==> config.mk <==
export PLATFORM = sky130hd
export DESIGN_NAME = morse_decoder
export DESIGN_NICKNAME = d
export VERILOG_FILES = /design/src/rtl/morse_pkg.sv /design/src/rtl/morse_lut.sv /design/src/rtl/morse_decoder.sv
export SDC_FILE = /design/constraint.sdc
export NUM_CORES = 1
export LEC_CHECK = 0
export ABC_CLOCK_PERIOD_IN_PS = 8600
export BUFFER_PORTS_ARGS = -buffer_cell sky130_fd_sc_hd__clkbuf_2
export CORE_ASPECT_RATIO = 0.75
export CORE_UTILIZATION = 50
export DETAILED_ROUTE_END_ITERATION = 8
export PLACE_DENSITY = 0.74
export SYNTH_ARGS = -nofsm -noshare
export SYNTH_HDL_FRONTEND = slang
export SYNTH_SLANG_ARGS = --single-unit
export TNS_END_PERCENT = 20
==> constraint.sdc <==
create_clock -name Clk -period 8.6 [get_ports Clk]
set_clock_uncertainty 0.05 [all_clocks]
set_input_delay 0.43 -clock Clk [delete_from_list [all_inputs] [get_ports Clk]]
set_output_delay 0.43 -clock Clk [all_outputs]
set_load 0.02 [all_outputs]
==> src/rtl/morse_pkg.sv <==
// Shared types and constants for the Morse decoder.
// Build option: define MORSE_DIGITS_EN to accept 5-symbol digit patterns.
package morse_pkg;

    typedef enum logic [1:0] {
        ST_IDLE  = 2'd0,
        ST_MARK  = 2'd1,
        ST_SPACE = 2'd2,
        ST_EMIT  = 2'd3
    } state_t;

    localparam int CNT_W  = 8;
    localparam int PAT_W  = 5;
    localparam int CODE_W = 6;
    localparam int LEN_W  = 3;

    localparam logic [CODE_W-1:0] CODE_A       = 6'd0;
    localparam logic [CODE_W-1:0] CODE_DIGIT0  = 6'd26;
    localparam logic [CODE_W-1:0] CODE_INVALID = 6'd63;

    localparam logic [LEN_W-1:0] MAX_LEN_LETTERS = 3'd4;
    localparam logic [LEN_W-1:0] MAX_LEN_DIGITS  = 3'd5;

`ifdef MORSE_DIGITS_EN
    localparam logic [LEN_W-1:0] MAX_LEN = MAX_LEN_DIGITS;
`else
    localparam logic [LEN_W-1:0] MAX_LEN = MAX_LEN_LETTERS;
`endif

    // Counter increment that sticks at all-ones instead of wrapping.
    function automatic logic [CNT_W-1:0] sat_inc(input logic [CNT_W-1:0] value);
        if (value == {CNT_W{1'b1}}) begin
            return value;
        end
        return value + 1'b1;
    endfunction

endpackage

==> src/rtl/morse_lut.sv <==
// Combinational pattern/length to symbol-code table for the Morse decoder.
// Build option: MORSE_DIGITS_EN adds the ten 5-symbol digit entries.
module morse_lut
    import morse_pkg::*;
(
    input  logic [PAT_W-1:0]  pattern,
    input  logic [LEN_W-1:0]  len,
    output logic [CODE_W-1:0] code
);

    // Bit 0 holds the first symbol, dot=0, dash=1; bits at or above len are zero.
    always_comb begin
        code = CODE_INVALID;
        case (len)
            3'd1: begin
                case (pattern)
                    5'd0:    code = CODE_A + 6'd4;   // E .
                    5'd1:    code = CODE_A + 6'd19;  // T -
                    default: code = CODE_INVALID;
                endcase
            end
            3'd2: begin
                case (pattern)
                    5'd2:    code = CODE_A + 6'd0;   // A .-
                    5'd0:    code = CODE_A + 6'd8;   // I ..
                    5'd3:    code = CODE_A + 6'd12;  // M --
                    5'd1:    code = CODE_A + 6'd13;  // N -.
                    default: code = CODE_INVALID;
                endcase
            end
            3'd3: begin
                case (pattern)
                    5'd1:    code = CODE_A + 6'd3;   // D -..
                    5'd3:    code = CODE_A + 6'd6;   // G --.
                    5'd5:    code = CODE_A + 6'd10;  // K -.-
                    5'd7:    code = CODE_A + 6'd14;  // O ---
                    5'd2:    code = CODE_A + 6'd17;  // R .-.
                    5'd0:    code = CODE_A + 6'd18;  // S ...
                    5'd4:    code = CODE_A + 6'd20;  // U ..-
                    5'd6:    code = CODE_A + 6'd22;  // W .--
                    default: code = CODE_INVALID;
                endcase
            end
            3'd4: begin
                case (pattern)
                    5'd1:    code = CODE_A + 6'd1;   // B -...
                    5'd5:    code = CODE_A + 6'd2;   // C -.-.
                    5'd4:    code = CODE_A + 6'd5;   // F ..-.
                    5'd0:    code = CODE_A + 6'd7;   // H ....
                    5'd14:   code = CODE_A + 6'd9;   // J .---
                    5'd2:    code = CODE_A + 6'd11;  // L .-..
                    5'd6:    code = CODE_A + 6'd15;  // P .--.
                    5'd11:   code = CODE_A + 6'd16;  // Q --.-
                    5'd8:    code = CODE_A + 6'd21;  // V ...-
                    5'd9:    code = CODE_A + 6'd23;  // X -..-
                    5'd13:   code = CODE_A + 6'd24;  // Y -.--
                    5'd3:    code = CODE_A + 6'd25;  // Z --..
                    default: code = CODE_INVALID;
                endcase
            end
`ifdef MORSE_DIGITS_EN
            3'd5: begin
                case (pattern)
                    5'd31:   code = CODE_DIGIT0 + 6'd0;  // 0 -----
                    5'd30:   code = CODE_DIGIT0 + 6'd1;  // 1 .----
                    5'd28:   code = CODE_DIGIT0 + 6'd2;  // 2 ..---
                    5'd24:   code = CODE_DIGIT0 + 6'd3;  // 3 ...--
                    5'd16:   code = CODE_DIGIT0 + 6'd4;  // 4 ....-
                    5'd0:    code = CODE_DIGIT0 + 6'd5;  // 5 .....
                    5'd1:    code = CODE_DIGIT0 + 6'd6;  // 6 -....
                    5'd3:    code = CODE_DIGIT0 + 6'd7;  // 7 --...
                    5'd7:    code = CODE_DIGIT0 + 6'd8;  // 8 ---..
                    5'd15:   code = CODE_DIGIT0 + 6'd9;  // 9 ----.
                    default: code = CODE_INVALID;
                endcase
            end
`endif
            default: code = CODE_INVALID;
        endcase
    end

endmodule

==> src/rtl/morse_decoder.sv <==
// Key-level Morse decoder: times presses and gaps in Tick units and emits one code per letter.
// Build option: define MORSE_DIGITS_EN to raise the letter length to 5 and decode digits.
module morse_decoder
    import morse_pkg::*;
#(
    parameter int DOT_MAX    = 2,
    parameter int GAP_LETTER = 3
) (
    input  logic              Clk,
    input  logic              Reset,
    input  logic              Tick,
    input  logic              Key,
    output logic [CODE_W-1:0] Code,
    output logic              Code_Valid,
    output logic [LEN_W-1:0]  Sym_Count,
    output logic              Busy,
    output state_t            Dbg_State
);

    localparam logic [CNT_W-1:0] DOT_LIMIT = CNT_W'(DOT_MAX);
    localparam logic [CNT_W-1:0] GAP_LIMIT = CNT_W'(GAP_LETTER);

    state_t             state_q, state_d;
    logic [CNT_W-1:0]   cnt_q, cnt_d, cnt_inc;
    logic [PAT_W-1:0]   pattern_q, pattern_d;
    logic [LEN_W-1:0]   sym_cnt_q, sym_cnt_d;
    logic               ovf_q, ovf_d;
    logic [CODE_W-1:0]  code_q, code_d;
    logic [CODE_W-1:0]  lut_code;
    logic               is_dash;

    morse_lut u_lut (
        .pattern (pattern_q),
        .len     (sym_cnt_q),
        .code    (lut_code)
    );

    always_ff @(posedge Clk) begin
        if (Reset) begin
            state_q   <= ST_IDLE;
            cnt_q     <= '0;
            pattern_q <= '0;
            sym_cnt_q <= '0;
            ovf_q     <= 1'b0;
            code_q    <= '0;
        end else begin
            state_q   <= state_d;
            cnt_q     <= cnt_d;
            pattern_q <= pattern_d;
            sym_cnt_q <= sym_cnt_d;
            ovf_q     <= ovf_d;
            code_q    <= code_d;
        end
    end

    // A Key edge always wins over a coincident Tick: the edge branch is taken
    // first and the counter is cleared rather than incremented.
    always_comb begin
        state_d   = state_q;
        cnt_d     = cnt_q;
        pattern_d = pattern_q;
        sym_cnt_d = sym_cnt_q;
        ovf_d     = ovf_q;
        code_d    = code_q;
        cnt_inc   = sat_inc(cnt_q);
        is_dash   = (cnt_q > DOT_LIMIT);

        case (state_q)
            ST_IDLE: begin
                pattern_d = '0;
                sym_cnt_d = '0;
                ovf_d     = 1'b0;
                if (Key) begin
                    state_d = ST_MARK;
                    cnt_d   = '0;
                end
            end

            ST_MARK: begin
                if (!Key) begin
                    state_d = ST_SPACE;
                    cnt_d   = '0;
                    if (sym_cnt_q == MAX_LEN) begin
                        ovf_d = 1'b1;
                    end else begin
                        pattern_d[sym_cnt_q] = is_dash;
                        sym_cnt_d            = sym_cnt_q + 1'b1;
                    end
                end else if (Tick) begin
                    cnt_d = cnt_inc;
                end
            end

            ST_SPACE: begin
                if (Key) begin
                    state_d = ST_MARK;
                    cnt_d   = '0;
                end else if (Tick) begin
                    cnt_d = cnt_inc;
                    if (cnt_inc >= GAP_LIMIT) begin
                        state_d = ST_EMIT;
                        code_d  = ovf_q ? CODE_INVALID : lut_code;
                    end
                end
            end

            ST_EMIT: begin
                state_d   = ST_IDLE;
                cnt_d     = '0;
                pattern_d = '0;
                sym_cnt_d = '0;
                ovf_d     = 1'b0;
            end

            default: begin
                state_d = ST_IDLE;
            end
        endcase
    end

    // Code_Valid is a one-cycle strobe with no back-pressure: Code is valid
    // exactly in the cycle Code_Valid is high, and simply holds afterwards.
    assign Code       = code_q;
    assign Code_Valid = (state_q == ST_EMIT);
    assign Sym_Count  = sym_cnt_q;
    assign Busy       = (state_q != ST_IDLE);
    assign Dbg_State  = state_q;

endmodule

==> results of run 1 <==
==> through the flow <==
step | power, uW | utilization | cell area [sq um] | hold slack, ps
6_report | 505 | 0.575 | 2610 | 451
5_1_grt | 538 | 0.575 | 2610 | 482
4_1_cts | 505 | 0.575 | 2610 | 450
3_5_place_dp | 354 | 0.551 | 2510 | 434
3_3_place_gp | 354 | 0.551 | 2510 | 430
2_1_floorplan | 319 | - | 2410 | 410
==> final timing paths <==
path | slack, ps | end | cells past startpoint
min | 450 | ovf_q | 2
max | 5040 | flop | 12
max reg2reg | 5040 | flop | 12
min reg2reg | 450 | ovf_q | 2
==> worst max-delay path, delay by kind of cell, from the launching register on <==
family	cells	cell delay [ps]
and+or+nand+nor	3	850
DFF	1	430
adders and majority gates	2	810
AOI/OAI and AO/OA	5	1100
buffers and inverters	2	250
==> report_power, final <==
group          internal (uW)  switching, uW
clock network           86.1           64.5
registers                172           8.97
logic                   53.2            121
total                    311            194
==> placed cells by master (no fill, tap or decap), types with 4 or more instances in the layout <==
cell	synthesis	routed
a21oi_1	20	20
mux2i_1	5	5
nor2_1	31	31
or2_2	5	5
clkbuf_2	0	16
nand3_1	12	12
ha_1	17	17
a31oi_1	5	5
nand2_1	21	21
inv_1	16	16
dfxtp_1	36	36
and2_1	4	4
and3_1	5	5
o21ai_0	13	13
nor3_1	11	11
and4_1	4	4
nand2b_1	5	5
nor2_2	4	4
clkbuf_8	0	5
==> metal layers <==
metal | wire length (microns) | part of all wire
met4 | 25 | 0.0044
met3 | 382 | 0.067
met1 | 3030 | 0.54
met5 | 0 | 0
met2 | 2220 | 0.39
==> layout make-up <==
cell class / instances / area [sq um]
Clock inverter: 2 / 35.0
Fill cell: 429 / 1930
Tap cell: 57 / 71.3
Clock buffer: 6 / 72.6
Inverter: 16 / 60.1
Sequential cell: 36 / 721
Timing Repair Buffer: 16 / 80.1
Multi-Input combinational cell: 222 / 1570
==> cells by family (layout without fill, tap and decap cells) <==
| kind of cell | count (synthesis) | in the layout |
|---|---|---|
| and+or+nand+nor | 122 | 122 |
| AOI/OAI and AO/OA | 77 | 77 |
| DFF | 36 | 36 |
| buffers and inverters | 27 | 40 |
| adders and majority gates | 17 | 17 |
| muxes | 6 | 6 |
==> key figures, run 1 <==
Final layout
  • Fraction of layout cells with a size suffix above 1: 0.195
  • P&R area growth vs syn: 8.29%
  • Final nets: 318
  • Diodes inserted: 0
  • Final Instance Count excl. Fillers: 355

Synthesis
  • Ranking of synthesized cells by area: dfxtp_1, ha_1, nor2_1
  • #FFs+latches synth: 36
  • Largest family of logic cells by synthesized area: simple AND/OR/NAND/NOR gates
  • Avg Inst Size Synth: 8.47 sq um
  • Mux share of post-synthesis cell area: 0.0254
  • Post-synthesis adder-cell area fraction: 0.0881
  • Post-synthesis xor/xnor area fraction: 0
  • Mapped Area: 2410 sq um
  • Sequential element share of the synthesized area: 0.299
  • Leading area contributor after synthesis: dfxtp_1
  • Count leader, synth: dfxtp_1
  • Synth Area in Simple Gates: 0.287
  • Syn nets: 306
  • Unique masters post-synth: 67
  • Complex-gate fraction of the synthesized area: 0.251
  • Commonest cells post-synth: dfxtp_1, nor2_1, nand2_1
  • Synth warn: 0
  • Synth Instances: 285
  • Number of synthesized flops with an enable pin: 0
  • Share of the synthesized area in the top cell type: 0.299
  • Async SR Flop Fraction: 0
  • Prevailing post-synth register cell: dfxtp_1

GRT
  • Initial antenna violation count: 0
  • Overflow after GRT: 0
  • Largest net degree at the start of global routing: 37
  • Vias in the first global route: 1,935
  • Met1 Resource Use GR: 0.395
  • GRT met3 Usage: 0.0529
  • Top Usage Layer GRT: met1
  • GR met2 Demand/Resource: 0.337
  • Total GRT Usage: 0.247
  • First-pass GRT wire length: 9.76 mm

Floorplan
  • Rows: 21
  • DIE HEIGHT: 62.2 microns
  • Initial Utilization: 0.531
  • Area of the die: 5110 sq um
  • Die W: 82.2 microns
  • # IOs: 17
  • Core area: 4550 sq um

Min path
  • Beginning of the worst hold path: ovf_q
  • Hold Path Class: reg2reg

Setup path
  • Critical Path Max Stage Delay: 570 ps
  • R2r startpoint: Dbg_State[1]
  • CP max FO: 16
  • Critical path's slowest cell: ha_1
  • Crit path from: Dbg_State[1]
  • CP Class: reg2reg
  • Startpoint Class: flop
  • CP cell instances: inv_1 -> ha_1 -> nand3b_1 -> a41oi_4 -> a22oi_1 -> nor2_1 -> inv_1 -> ha_1 -> or2_2 -> a2111oi_1 -> a311oi_1 -> o21ai_1
  • Worst EP arrival: 3730 ps
  • Required @ worst endpoint: 8770 ps
  • Critical path endpoint category: flop

Timing
  • Final min period: 3560 ps
  • Unrepaired setup endpoints after global routing: false
  • Final setup margin: 5040 ps
  • Max Freq: 281 MHz
  • Final hold vios: 0
  • Worst-Margin Slew: 791 ps
  • TNS Setup: 0 ps
  • Final Setup Violations: 0
  • Fin crit share: 0.413
  • Fin. max-slew vios: 0
  • Relative slew slack: 0.473

Outcome
  • Status: complete, no violations

Placement
  • Final GP Congestion: 0.879
  • DP Cell Count: 347
  • Port Buf Inserts: 16
  • Hpwl dp: 4.15 mm
  • Pre-CTS WS: 5080 ps

Power
  • Total leakage power: 0.00104 uW
  • PwrDens: 193 nW/um^2
  • Maximum vdd ir drop: 182 uV

Route
  • Pre-Repair DR Iteration Count: 4
  • DR vias: 2,114
  • Wirelength per Cell: 15.9 microns
  • DR vias/cell: 5.95
  • Residual DRC: 0
  • Routed Antenna Nets: 0
  • DRT iter0 DRCs: 218
  • Final wirelength: 5.66 mm

Clock network
  • Root Driver: clkbuf_8
  • H-tree levels: 2
  • Postcts setup bufs: 0
  • TritonCTS clock tree: done
  • CTS max path bufs: 2
  • # clock sinks: 36
  • Worst-path clk slew: 80 ps
  • Worst-skew pair later-pin latency: 290 ps
  • CTS Buf Count: 5
  • Hold_buf cts: 0
  • Resized cells post-CTS: 0

Run
  • Max cap viols: 0
No activity file was read; power rests on OpenSTA's default activity.
==> run 2: changes to the inputs <==
- ABC_AREA: default -> 1
- ABC_CLOCK_PERIOD_IN_PS: 8600 -> 3400
- clock period: 8.6 -> 3.4 ns (I/O delays scaled with it)
==> key figures, run 2 <==
Synthesis
  • Synth Instances: 346 (+21%)
  • Share of the synthesized area in the top cell type: 0.313 (+0.0148)
  • Unique masters post-synth: 36 (-46%)
  • Async SR Flop Fraction: 0 (unchanged)
  • Leading area contributor after synthesis: dfxtp_1
  • Sequential element share of the synthesized area: 0.313 (+0.0148)
  • Number of synthesized flops with an enable pin: 0 (unchanged)
  • #FFs+latches synth: 36 (unchanged)
  • Avg Inst Size Synth: 6.65 sq um (-22%)
  • Commonest cells post-synth: nand2_1, inv_1, nor2_1
  • Ranking of synthesized cells by area: dfxtp_1, nand2_1, ha_1
  • Synth warn: 0 (unchanged)
  • Mapped Area: 2300 sq um (-4.7%)
  • Prevailing post-synth register cell: dfxtp_1
  • Syn nets: 367 (+20%)
  • Count leader, synth: nand2_1

Min path
  • Hold Path Class: in2reg

Setup path
  • Critical path endpoint category: flop
  • Worst R2R Setup Slack: 570 ps (-4470 ps)
  • Startpoint Class: flop
  • Required @ worst endpoint: 3540 ps (-5230 ps)
  • CP Class: reg2reg
  • CP max FO: 10 (-6)
  • Worst EP arrival: 2970 ps (-760 ps)

Final layout
  • Commonest non-fill, non-tap cell in the layout: nand2_1
  • Final nets: 385 (+21%)
  • Commonest cells after routing, fill and taps aside: nand2_1, inv_1, nor2_1
  • Diodes inserted: 0 (unchanged)
  • Fraction of layout cells with a size suffix above 1: 0.123 (-0.0713)
  • Fillers: 406 (-5.4%)
  • P&R area growth vs syn: 10.3%
  • Fin area: 2540 sq um (-3.0%)

Clock network
  • Resized cells post-CTS: 0 (unchanged)
  • CTS max path bufs: 2 (unchanged)
  • # clock sinks: 36 (unchanged)
  • Hold_buf cts: 0 (unchanged)
  • TritonCTS clock tree: done
  • Root Driver: clkbuf_8
  • Worst-path clk slew: 80 ps (about the same)
  • H-tree levels: 2 (unchanged)
  • CTS Buf Count: 5 (unchanged)
  • Worst-skew pair later-pin latency: 290 ps (about the same)
  • Postcts setup bufs: 0 (unchanged)

Floorplan
  • Area of the die: 4880 sq um (-4.6%)
  • DIE HEIGHT: 60.7 microns (-2.3%)
  • # IOs: 17 (unchanged)
  • Initial Utilization: 0.544 (+0.0128)
  • Rows: 20 (-4.8%)
  • Core area: 4230 sq um (-7.0%)
  • Die W: 80.3 microns (-2.3%)

Route
  • WL met2: 2.07 mm (-6.7%)
  • Final wirelength: 5.58 mm (-1.5%)
  • DR top layer: met4
  • Routed Antenna Nets: 0 (unchanged)
  • DR vias/cell: 5.52 (-7.2%)
  • Pre-Repair DR Iteration Count: 5 (+1)
  • Residual DRC: 0 (unchanged)
  • Routed wl met3: 529 microns (+38%)
  • Wirelength per Cell: 13.3 microns (-17%)
  • DR vias: 2,320 (+9.7%)
  • Metal-1 WL: 2.91 mm (-4.0%)
  • DRT iter0 DRCs: 208 (-4.6%)

GRT
  • Overflow after GRT: 0 (unchanged)
  • Initial antenna violation count: 0 (unchanged)
  • First-pass GRT wire length: 9.32 mm (-4.6%)
  • Vias in the first global route: 1,940 (+0.26%)
  • Total GRT Usage: 0.257 (+0.0108)
  • Largest net degree at the start of global routing: 18 (-51%)

Timing
  • Fin crit share: 0.833 (+0.419)
  • Fin. max-slew vios: 0 (unchanged)
  • Final hold vios: 0 (unchanged)
  • Max Freq: 353 MHz (+26%)
  • Worst-Margin Slew: 594 ps (-196 ps)
  • Final min period: 2830 ps (-725 ps)
  • Final setup margin: 569 ps (-4470 ps)
  • Relative slew slack: 0.600 (+0.127)
  • Final Setup Violations: 0 (unchanged)
  • Hold slack: 252 ps (-198 ps)
  • Unrepaired setup endpoints after global routing: false
  • TNS Setup: 0 ps (unchanged)

Run
  • Max cap viols: 0 (unchanged)

Placement
  • Pre-CTS WS: 629 ps (-4450 ps)
  • Placed cell areas: 2430 sq um (-3.1%)
  • Port Buf Inserts: 16 (unchanged)
  • Final GP Congestion: 0.935 (+6.3%)
  • Hpwl dp: 4.30 mm (+3.6%)

Power
  • PwrDens: 550 nW/um^2 (+180%)
  • Total leakage power: 0.00118 uW (+13%)
  • Design Power: 1400 uW (+180%)
  • Maximum vdd ir drop: 368 uV (+100%)

Outcome
  • Status: complete, no violations
run 2: cell types whose count changed in the layout (fill, tap and decap cells not counted), sizes merged, moves of 4 or more:
| cell | before | now |
|---|---|---|
| or2 | 6 | 1 |
| nand4 | 1 | 11 |
| and4 | 4 | 0 |
| and2 | 4 | 0 |
| nor2 | 35 | 42 |
| mux2i | 5 | 0 |
| nor3 | 16 | 5 |
| inv | 16 | 47 |
| nand3 | 12 | 26 |
| a21oi | 24 | 28 |
| a31oi | 5 | 1 |
| and3 | 5 | 0 |
| nand2 | 22 | 96 |
| nand2b | 5 | 0 |
run 2: path summary, 6_finish.rpt:
path | start | endpoint | depth (start not counted)
worst max-delay path | Sym_Count[0] | flop | 16
worst min-delay path | Reset | cnt_q[1] | 2
worst max register to register | Sym_Count[0] | flop | 16
worst min register to register | Code[2] | Code[2] | 2
run 2: metal layers:
metal / track usage / up-vias
met5: 0 / -
met4: 0.0689 / 0
met3: 0.0812 / 9
met2: 0.348 / 101
met1: 0.387 / 1047
li1: - / 1163
run 2: critical path: stages, from the launching register on:
cell and delay, ps:
dfxtp_1 480, inv_1 150, ha_1 230, nand2_2 130, inv_1 110, a21oi_4 310
nand2_4 120, nor2_1 100, nand2_1 60, o21ai_0 110, nand2_2 180, inv_1 160
ha_1 240, inv_1 60, nand2_1 80, nand3_1 80, o21ai_0 70
run 2: power breakdown:
group	leakage, uW	switching, uW	internal, uW
combinational	0.000831	358	160
clock	0.0000552	155	218
sequential	0.000291	42.5	462
total	0.00118	556	839
run 2: logic make-up (layout without fill, tap and decap cells):
logic type	count (synthesis)	after routing	share of synthesized area
fa+ha+maj	17	17	0.0925
buf+inv	52	71	0.0854
compound gates	55	55	0.143
simple gates	185	185	0.362
xor+xnor	1	1	0.00381
flops	36	36	0.313
run 2: per-stage QoR:
stage          instances  utilization
4_1_cts              420        0.600
3_3_place_gp         412        0.574
5_1_grt              420        0.600
2_1_floorplan        346            -
6_report             420        0.600
3_5_place_dp         412        0.574
run 2: area by class of cell:
| class | instances | area [sq um] | area share |
|---|---|---|---|
| Timing Repair Buffer | 16 | 80.1 | 0.0316 |
| Multi-Input combinational cell | 258 | 1380 | 0.545 |
| Tap cell | 55 | 68.8 | 0.0271 |
| Sequential cell | 36 | 721 | 0.284 |
| Clock buffer | 6 | 72.6 | 0.0286 |
| Clock inverter | 2 | 35.0 | 0.0138 |
| Inverter | 47 | 176 | 0.0696 |
==> run 3: changes to the inputs <==
- ABC_CLOCK_PERIOD_IN_PS: 3400 -> 2820
- clock period: 3.4 -> 2.82 ns (I/O delays scaled with it)
==> key figures, run 3 (synthesized netlist as in run 2, its figures left out) <==
Setup path
  • Required @ worst endpoint: 2950 ps (-590 ps)
  • Critical path endpoint category: flop
  • Startpoint Class: flop
  • CP max FO: 7 (-3)
  • CP Class: reg2reg
  • Worst R2R Setup Slack: 230 ps (-340 ps)
  • Crit path from: Dbg_State[0]
  • R2r startpoint: Dbg_State[0]
  • Worst EP arrival: 2720 ps (-250 ps)
  • FF-to-FF path depth: 16 (unchanged)

Clock network
  • CTS max path bufs: 2 (unchanged)
  • Worst-skew pair later-pin latency: 300 ps (about the same)
  • CTS Buf Count: 5 (unchanged)
  • Root Driver: clkbuf_8
  • H-tree levels: 2 (unchanged)
  • Hold_buf cts: 0 (unchanged)
  • TritonCTS clock tree: done
  • # clock sinks: 36 (unchanged)
  • Worst-path clk slew: 80 ps (about the same)

Final layout
  • P&R area growth vs syn: 11.8%
  • Commonest cells after routing, fill and taps aside: nand2_1, inv_1, nor2_1
  • Final Util: 0.608 (+0.00799)
  • Area occupied by multi-input gates: 1390 sq um (+0.27%)
  • Final Instance Count excl. Fillers: 427 (+1.7%)
  • Commonest non-fill, non-tap cell in the layout: nand2_1
  • Diodes inserted: 0 (unchanged)
  • Fraction of layout cells with a size suffix above 1: 0.151 (+0.0272)
  • Fillers: 385 (-5.2%)
  • Final nets: 392 (+1.8%)
  • FF+latch area: 726 sq um (+0.69%)

Route
  • Final wirelength: 5.67 mm (+1.7%)
  • Routed Antenna Nets: 0 (unchanged)
  • DRT iter0 DRCs: 209 (+0.48%)
  • DR vias/cell: 5.32 (-3.7%)
  • DR vias: 2,272 (-2.1%)
  • Wirelength per Cell: 13.3 microns (about the same)
  • Pre-Repair DR Iteration Count: 5 (unchanged)
  • Residual DRC: 0 (unchanged)

Floorplan
  • DIE HEIGHT: 60.7 microns (unchanged)
  • Rows: 20 (unchanged)
  • Area of the die: 4880 sq um (unchanged)
  • # IOs: 17 (unchanged)
  • Core area: 4230 sq um (unchanged)
  • Die W: 80.3 microns (unchanged)
  • Initial Utilization: 0.544 (unchanged)

Timing
  • Final min period: 2590 ps (-241 ps)
  • Unrepaired setup endpoints after global routing: false
  • Relative slew slack: 0.598 (-0.00247)
  • Final setup margin: 231 ps (-339 ps)
  • Fin crit share: 0.918 (+0.0856)
  • Final Setup Violations: 0 (unchanged)
  • Hold slack: 196 ps (-56.6 ps)
  • Worst-Margin Slew: 601 ps (+6.96 ps)
  • Fin. max-slew vios: 0 (unchanged)
  • Max Freq: 386 MHz (+9.3%)
  • Final hold vios: 0 (unchanged)
  • TNS Setup: 0 ps (unchanged)

Placement
  • Final GP Congestion: 0.943 (+0.88%)
  • Pre-CTS WS: 152 ps (-477 ps)
  • Port Buf Inserts: 16 (unchanged)
  • DP Cell Count: 415 (+0.73%)
  • Hpwl dp: 4.32 mm (+0.41%)

GRT
  • Initial antenna violation count: 0 (unchanged)
  • Total GRT Usage: 0.261 (+0.00361)
  • Vias in the first global route: 1,955 (+0.77%)
  • First-pass GRT wire length: 9.41 mm (+1.0%)
  • Overflow after GRT: 0 (unchanged)
  • Largest net degree at the start of global routing: 17 (-1)

Min path
  • Hold Path Class: in2reg
  • Beginning of the worst hold path: Reset
  • Worst Hold Depth: 3 (+1)
  • WHS Endpoint: Sym_Count[1]

Outcome
  • Status: complete, no violations

Power
  • Maximum vdd ir drop: 377 uV (+2.4%)
  • Total leakage power: 0.00120 uW (+1.9%)
  • PwrDens: 636 nW/um^2 (+16%)

Run
  • Max cap viols: 0 (unchanged)
==> run 3: worst max-delay path by stage <==
stage / end / slack (ps) / cells past startpoint
after detailed placement: flop / 150 / 16
final: flop / 230 / 16
after global placement: flop / 300 / 16
after global routing: flop / 20 / 16
after floorplan: flop / 220 / 16
after CTS: flop / 140 / 16
==> run 3: critical path, cell delays in order, from the launching register on <==
cell and delay (ps):
dfxtp_2 380, inv_1 100, ha_1 390, nand2_1 110, nand2_2 70, a21oi_4 140
nand2_4 100, nor2_1 100, nand2_1 60, o21ai_0 140, nand2_2 150, inv_1 150
ha_1 240, inv_1 50, nand2_1 80, nand3_1 80, o21ai_0 80
==> run 3: through the flow <==
stage / total power, uW / cell area [sq um]
after floorplan: 1080 / 2300
after global placement: 1240 / 2450
after detailed placement: 1250 / 2450
after CTS: 1610 / 2540
after global routing: 1750 / 2570
final: 1640 / 2570
==> run 3: repair_timing <==
item                       in CTS  in global routing
gates resized for setup         0                  4
setup endpoints to repair       0                  4
setup buffers                   0                  3
==> run 3: metal layers <==
metal,part of all wire,global-route usage
met1,0.53,0.407
met2,0.37,0.350
met3,0.078,0.0602
met4,0.013,0.0765
met5,0,0
==> run 3: power breakdown <==
part / switching, uW / internal, uW / total [uW] / leakage [uW]
sequential: 50.4 / 561 / 612 / 0.000293
combinational: 439 / 215 / 654 / 0.000859
clock: 197 / 172 / 370 / 0.0000479
==> run 3: area by class of cell <==
cell class	instances	share of cell area
Inverter	47	0.0686
Clock buffer	5	0.0268
Sequential cell	36	0.282
Timing Repair Buffer	22	0.0487
Clock inverter	3	0.00730
Multi-Input combinational cell	259	0.539
Tap cell	55	0.0268
